`src/rtl/inv_seq_ctrl_if.sv`:
```
// Handshake and status bundle shared by the ALU, the GF(2^M) inversion datapath
// and the inversion sequencer.
interface inv_seq_ctrl_if #(
  parameter int unsigned CW = 5
) ();
  logic          start;
  logic          abort;
  logic          zero_in;
  logic          mul_done;
  logic          reg_en;
  logic          reg_init;
  logic          sq_sel;
  logic          mul_start;
  logic          busy;
  logic          done;
  logic          err_zero;
  logic [CW-1:0] iter;

  // Requester side: ALU command plus multiplier completion.
  modport master (
    output start, abort, zero_in, mul_done,
    input  reg_en, reg_init, sq_sel, mul_start, busy, done, err_zero, iter
  );

  // Sequencer side.
  modport slave (
    input  start, abort, zero_in, mul_done,
    output reg_en, reg_init, sq_sel, mul_start, busy, done, err_zero, iter
  );
endinterface

```
`src/rtl/inv_seq_ctrl.sv`:
```
// Square-and-multiply sequencer for GF(2^M) inversion: a^-1 = a^(2^M-2) built as
// load a, (M-2) x (r^2 * a), then a final r^2.
module inv_seq_ctrl #(
  parameter int unsigned M  = 16,
  parameter int unsigned CW = 5
) (
  input logic           clk,
  input logic           rst,
  inv_seq_ctrl_if.slave bus
);

  localparam logic [CW-1:0] LAST_ITER = CW'(M - 2);

  typedef enum logic [2:0] {
    IDLE  = 3'd0,
    LOAD  = 3'd1,
    ISSUE = 3'd2,
    WAIT  = 3'd3,
    SQ    = 3'd4,
    DONE  = 3'd5
  } state_e;

  state_e        state_q, state_d;
  logic [CW-1:0] iter_q, iter_d;
  logic          zero_q, zero_d;
  logic          cap_c;

  logic reg_en_q,    reg_en_d;
  logic reg_init_q,  reg_init_d;
  logic sq_sel_q,    sq_sel_d;
  logic mul_start_q, mul_start_d;
  logic busy_q,      busy_d;
  logic done_q,      done_d;
  logic err_zero_q,  err_zero_d;

  // Next state, iteration counter and next-state output decode.
  always_comb begin
    state_d     = state_q;
    iter_d      = iter_q;
    zero_d      = zero_q;
    cap_c       = 1'b0;
    reg_en_d    = 1'b0;
    reg_init_d  = 1'b0;
    sq_sel_d    = 1'b0;
    mul_start_d = 1'b0;
    busy_d      = 1'b0;
    done_d      = 1'b0;
    err_zero_d  = 1'b0;

    if (bus.abort) begin
      state_d = IDLE;
    end else begin
      case (state_q)
        IDLE: begin
          if (bus.start) begin
            if (bus.zero_in) begin
              state_d = DONE;
              zero_d  = 1'b1;
            end else begin
              state_d = LOAD;
              zero_d  = 1'b0;
              iter_d  = '0;
            end
          end
        end
        LOAD:  state_d = ISSUE;
        ISSUE: state_d = WAIT;
        WAIT: begin
          if (bus.mul_done) begin
            cap_c   = 1'b1;
            iter_d  = iter_q + CW'(1);
            state_d = (iter_d == LAST_ITER) ? SQ : ISSUE;
          end
        end
        SQ:      state_d = DONE;
        DONE:    state_d = IDLE;
        default: state_d = IDLE;
      endcase
    end

    // Moore outputs, decoded from the upcoming state so they leave flops.
    case (state_d)
      LOAD: begin
        reg_en_d   = 1'b1;
        reg_init_d = 1'b1;
        busy_d     = 1'b1;
      end
      ISSUE: begin
        mul_start_d = 1'b1;
        busy_d      = 1'b1;
      end
      WAIT: busy_d = 1'b1;
      SQ: begin
        sq_sel_d = 1'b1;
        reg_en_d = 1'b1;
        busy_d   = 1'b1;
      end
      DONE: begin
        done_d     = 1'b1;
        err_zero_d = zero_d;
        busy_d     = 1'b1;
      end
      default: ;
    endcase
  end

  // State and output registers.
  always_ff @(posedge clk or negedge rst) begin
    if (!rst) begin
      state_q     <= IDLE;
      iter_q      <= '0;
      zero_q      <= 1'b0;
      reg_en_q    <= 1'b0;
      reg_init_q  <= 1'b0;
      sq_sel_q    <= 1'b0;
      mul_start_q <= 1'b0;
      busy_q      <= 1'b0;
      done_q      <= 1'b0;
      err_zero_q  <= 1'b0;
    end else begin
      state_q     <= state_d;
      iter_q      <= iter_d;
      zero_q      <= zero_d;
      reg_en_q    <= reg_en_d;
      reg_init_q  <= reg_init_d;
      sq_sel_q    <= sq_sel_d;
      mul_start_q <= mul_start_d;
      busy_q      <= busy_d;
      done_q      <= done_d;
      err_zero_q  <= err_zero_d;
    end
  end

  // Capture of the multiplier product happens in the mul_done cycle itself;
  // abort suppresses any register write in the cycle it is raised.
  assign bus.reg_en    = (reg_en_q | cap_c) & ~bus.abort;
  assign bus.reg_init  = reg_init_q;
  assign bus.sq_sel    = sq_sel_q;
  assign bus.mul_start = mul_start_q;
  assign bus.busy      = busy_q;
  assign bus.done      = done_q;
  assign bus.err_zero  = err_zero_q;
  assign bus.iter      = iter_q;

  a_no_en_with_start: assert property (@(posedge clk) disable iff (!rst)
    !(bus.reg_en && bus.mul_start));
  a_done_then_idle: assert property (@(posedge clk) disable iff (!rst)
    bus.done |=> !bus.busy);
  a_iter_bound: assert property (@(posedge clk) disable iff (!rst)
    bus.iter <= LAST_ITER);

endmodule

```
`src/flat_wrapper.sv`:
```
// flat-port wrapper written by rule: the top's interface ports become plain ports
module inv_seq_ctrl_flat 
#(
  parameter int unsigned M  = 16,
  parameter int unsigned CW = 5
)
  (clk, rst, bus_start, bus_abort, bus_zero_in, bus_mul_done, bus_reg_en, bus_reg_init, bus_sq_sel, bus_mul_start, bus_busy, bus_done, bus_err_zero, bus_iter);
  inv_seq_ctrl_if #(.CW(CW)) bus_i ();
  input logic clk;
  input logic rst;
  input wire logic [$bits(bus_i.start)-1:0] bus_start;
  input wire logic [$bits(bus_i.abort)-1:0] bus_abort;
  input wire logic [$bits(bus_i.zero_in)-1:0] bus_zero_in;
  input wire logic [$bits(bus_i.mul_done)-1:0] bus_mul_done;
  output wire logic [$bits(bus_i.reg_en)-1:0] bus_reg_en;
  output wire logic [$bits(bus_i.reg_init)-1:0] bus_reg_init;
  output wire logic [$bits(bus_i.sq_sel)-1:0] bus_sq_sel;
  output wire logic [$bits(bus_i.mul_start)-1:0] bus_mul_start;
  output wire logic [$bits(bus_i.busy)-1:0] bus_busy;
  output wire logic [$bits(bus_i.done)-1:0] bus_done;
  output wire logic [$bits(bus_i.err_zero)-1:0] bus_err_zero;
  output wire logic [$bits(bus_i.iter)-1:0] bus_iter;
  assign bus_i.start = bus_start;
  assign bus_i.abort = bus_abort;
  assign bus_i.zero_in = bus_zero_in;
  assign bus_i.mul_done = bus_mul_done;
  assign bus_reg_en = bus_i.reg_en;
  assign bus_reg_init = bus_i.reg_init;
  assign bus_sq_sel = bus_i.sq_sel;
  assign bus_mul_start = bus_i.mul_start;
  assign bus_busy = bus_i.busy;
  assign bus_done = bus_i.done;
  assign bus_err_zero = bus_i.err_zero;
  assign bus_iter = bus_i.iter;
  inv_seq_ctrl #(.M(M), .CW(CW)) u_core (.clk(clk), .rst(rst), .bus(bus_i));
endmodule
```
`config.mk`:
```
export PLATFORM = sky130hd
export DESIGN_NAME = inv_seq_ctrl_flat
export DESIGN_NICKNAME = d
export VERILOG_FILES = /design/src/rtl/inv_seq_ctrl_if.sv /design/src/rtl/inv_seq_ctrl.sv /design/src/flat_wrapper.sv
export SDC_FILE = /design/constraint.sdc
export NUM_CORES = 1
export LEC_CHECK = 0
export ABC_AREA = 1
export CAP_MARGIN = 20
export CORE_ASPECT_RATIO = 1.4
export CORE_MARGIN = 5
export CORE_UTILIZATION = 30
export DETAILED_ROUTE_END_ITERATION = 6
export GPL_ROUTABILITY_DRIVEN = 0
export PLACE_DENSITY = 0.64
export SETUP_SLACK_MARGIN = 0.4
export SLEW_MARGIN = 20
export SYNTH_ARGS = -nofsm -noshare
export SYNTH_HDL_FRONTEND = slang
export SYNTH_SLANG_ARGS = --single-unit
```
`constraint.sdc`:
```
create_clock -name clk -period 1.7 [get_ports clk]
set_clock_uncertainty 0.15 [all_clocks]
set_input_delay 0.34 -clock clk [delete_from_list [all_inputs] [get_ports clk]]
set_output_delay 0.34 -clock clk [all_outputs]
set_load 0.01 [all_outputs]
```
==> flow_metrics.tcl <==
set metrics [dict create \
    r2r_cells 9 \
    wl_met3_um 111 \
    yosys-top-cells-area "dfrtp_1 (49%), nand2_1 (8.7%), inv_1 (6.9%), nand3_1 (5.5%), nand4_1 (3.8%)" \
    layoutNonFillerInstCount 184 \
    wl_met2_mm 1.22 \
    drt_pass1_iterations 4 \
    cp-endpoint "bus_reg_en" \
    worst-setup-path-type "flip-flop to output port" \
    drc 0 \
    synth_top_area_cell "dfrtp_1" \
    worst_slack_ns -0.0765 \
    finalCritPeriodShare_pct 105 \
    seq_area_frac_synth_pct 49.1 \
    violations "setup timing" \
    synth_top_area_share_pct 49.1 \
    drive_gt1_share_pct 61.5 \
    drt_iter0_drc 23 \
    synth-async-reset-ratio_pct 100 \
    r2r_setup_slack_ns 0.12 \
    yosysUniqueCellTypes 19 \
    vias 839 \
    r2r_end "u_core.bus.err_zero$_DFF_PN0_" \
    power_density_nw_per_um2 929 \
    cts_tree "done" \
    yosys-top-cells-count "nand2_1 (19), dfrtp_1 (16), inv_1 (15), nand3_1 (9), nor2_1 (8)" \
    ys.flop_type "dfrtp_1" \
    clk_pin_slew_ns 0.09 \
    die-area_sq_um 3880 \
    clk_latency_ns 0.29 \
    overflow 0 \
    drv_slew 0 \
    tightest_slew_ns 0.255 \
    cts_num_sinks 16 \
    finalHoldViolCount 0 \
    finalPower_mw 1.28 \
    grt_antenna_before_repair 0 \
    crit_path_end_kind "output port" \
    cts_hold_buf 0 \
    power.leakage_nw 0.738 \
    antenna_left 0 \
    cts_buffers 3 \
    max_cap_violations 0 \
    synth_area_sq_um 816 \
    diodes 0 \
    num_io_pins 18 \
    pre_cts_slack_ns -0.551 \
    place_hpwl_mm 1.48 \
    critPathLaunchType "flip-flop" \
    finalSetupViolCount 1 \
    hold_class "input pin to async pin" \
    syn_to_final_growth_pct 69.5 \
    grtUsageTotal_pct 13.3 \
    die_h_um 71.7 \
    clk_path_buf_depth 2 \
    peakVddDrop_v 0.000375 \
    via_per_inst 4.56 \
    fmax_mhz 563 \
    ctsHtreeMaxLevel 1 \
    die_w_um 54.1 \
    postSynthCellCount 100 \
    synthesis.nets 108 \
    rsz0062_at_grt "yes" \
    synth_most_common_cell "nand2_1" \
    syn_area_per_cell_sq_um 8.16 \
    highest_layer "met4" \
    placed_cells 166 \
    grt_pass1_vias 932 \
    r2r-start "u_core.bus.iter[1]$_DFFE_PN0P_" \
    required_ns 1.21 \
    rows 22 \
    wl_per_cell_um 11.8 \
    port-buffer-count 17 \
    run_status "finished, violations left" \
    crit_start "u_core.state_q[2]$_DFF_PN0_" \
    core_sq_um 2620 \
    start_util_pct 31.2 \
    setup_tns_ns -0.0765 \
    layout_min_cycle_time_ns 1.78 \
    wl_met1_um 783 \
    root_buffer "clkbuf_4" \
    grt_max_degree 17 \
    grt_pass1_wl_mm 3.82 \
    crit_arrival_ns 1.29 \
    utilization_pct 52.9 \
    worstPathMaxFanout 3 \
    yosysWarnings 0 \
    routed_wl_mm 2.18 \
    nNetsFinal 157 \
    synth-edff-count 0 \
    relSlewSlack_pct 82.8 \
    synth.ff_latch_count 16 \
]
-- routing by layer --
metal  up-vias  GRT usage (%)
li1        414              -
met1       392           12.9
met2        26           24.4
met3         7           3.12
met4         0           7.48
met5         -              0
-- worst min path at each step --
stage	cells after the start	slack, ns	start	endpoint
global route	2	0.21	rst	u_core.bus.iter[3]$_DFFE_PN0P_
floorplan	0	-0.11	rst	u_core.bus.busy$_DFF_PN0_
detailed placement	2	0.37	u_core.zero_q$_DFF_PN0_	u_core.zero_q$_DFF_PN0_
CTS	2	0.21	rst	u_core.bus.iter[2]$_DFFE_PN0P_
finish	2	0.21	rst	u_core.bus.iter[2]$_DFFE_PN0P_
global placement	2	0.37	u_core.zero_q$_DFF_PN0_	u_core.zero_q$_DFF_PN0_
-- flip-flops by register name, indices dropped and copies added, names as in the netlist --
name                  cells
u_core.bus.busy           1
u_core.bus.done           1
u_core.bus.err_zero       1
u_core.bus.iter           5
u_core.bus.mul_start      1
u_core.bus.reg_init       1
u_core.bus.sq_sel         1
u_core.reg_en_q           1
u_core.state_q            3
u_core.zero_q             1
-- power by group --
part           internal [mW]  total (mW)  switching [mW]  leakage, nW
clock network          0.131       0.252           0.121       0.0210
logic                  0.291       0.565           0.273        0.506
registers              0.439       0.468          0.0293        0.212
total                  0.861        1.28           0.424        0.738
-- critical path: stages, from the launching register on --
cell and delay (ns):
dfrtp_1 0.40, inv_2 0.07, nand3_2 0.07, nor2_4 0.11
nand2_2 0.07, inv_2 0.06, nor2_2 0.03, nor2_2 0.06
buf_2 0.13
-- logic make-up after synthesis --
group	after synthesis	share of synthesized area (%)
simple gates	50	30.1
fa+ha+maj	2	3.07
flops	16	49.1
compound gates	10	7.67
buf+inv	22	10.1
-- area by class of cell --
type / count / area (sq um)
Multi-Input combinational cell: 62 / 453
Clock buffer: 4 / 36.3
Inverter: 22 / 85.1
Timing Repair Buffer: 44 / 360
Sequential cell: 16 / 403
Tap cell: 36 / 45.0
Fill cell: 257 / 1230
-- stage by stage --
stage	hold WS, ns	cell area [sq um]
3_5_place_dp	0.371	1170
6_report	0.209	1380
2_1_floorplan	-0.106	858
3_3_place_gp	0.373	1170
4_1_cts	0.211	1340
5_1_grt	0.211	1380
-- cell usage in the layout (no fill, tap or decap), types with 2 or more instances in the layout --
cell type        Yosys  final
a21oi_1              3      2
buf_2                0      9
buf_4                0     19
buf_6                0     11
clkbuf_4             0      3
clkdlybuf4s50_1      0      4
dfrtp_1             16     14
dfrtp_2              0      2
inv_1               15     10
inv_2                7     11
nand2_1             19     11
nand2_2              3      9
nand2_4              0      2
nand3_1              9      4
nand3_2              2      7
nand4_1              5      5
nor2_1               8      3
nor2_2               2      6
o22ai_2              1      3
-- what timing repair did --
action                     4_1_cts  5_1_grt
pin swaps                       15        8
setup buffers                   12        2
setup endpoints to repair       28       28
resized for setup               77        8
(Power assumes the default switching activity.)
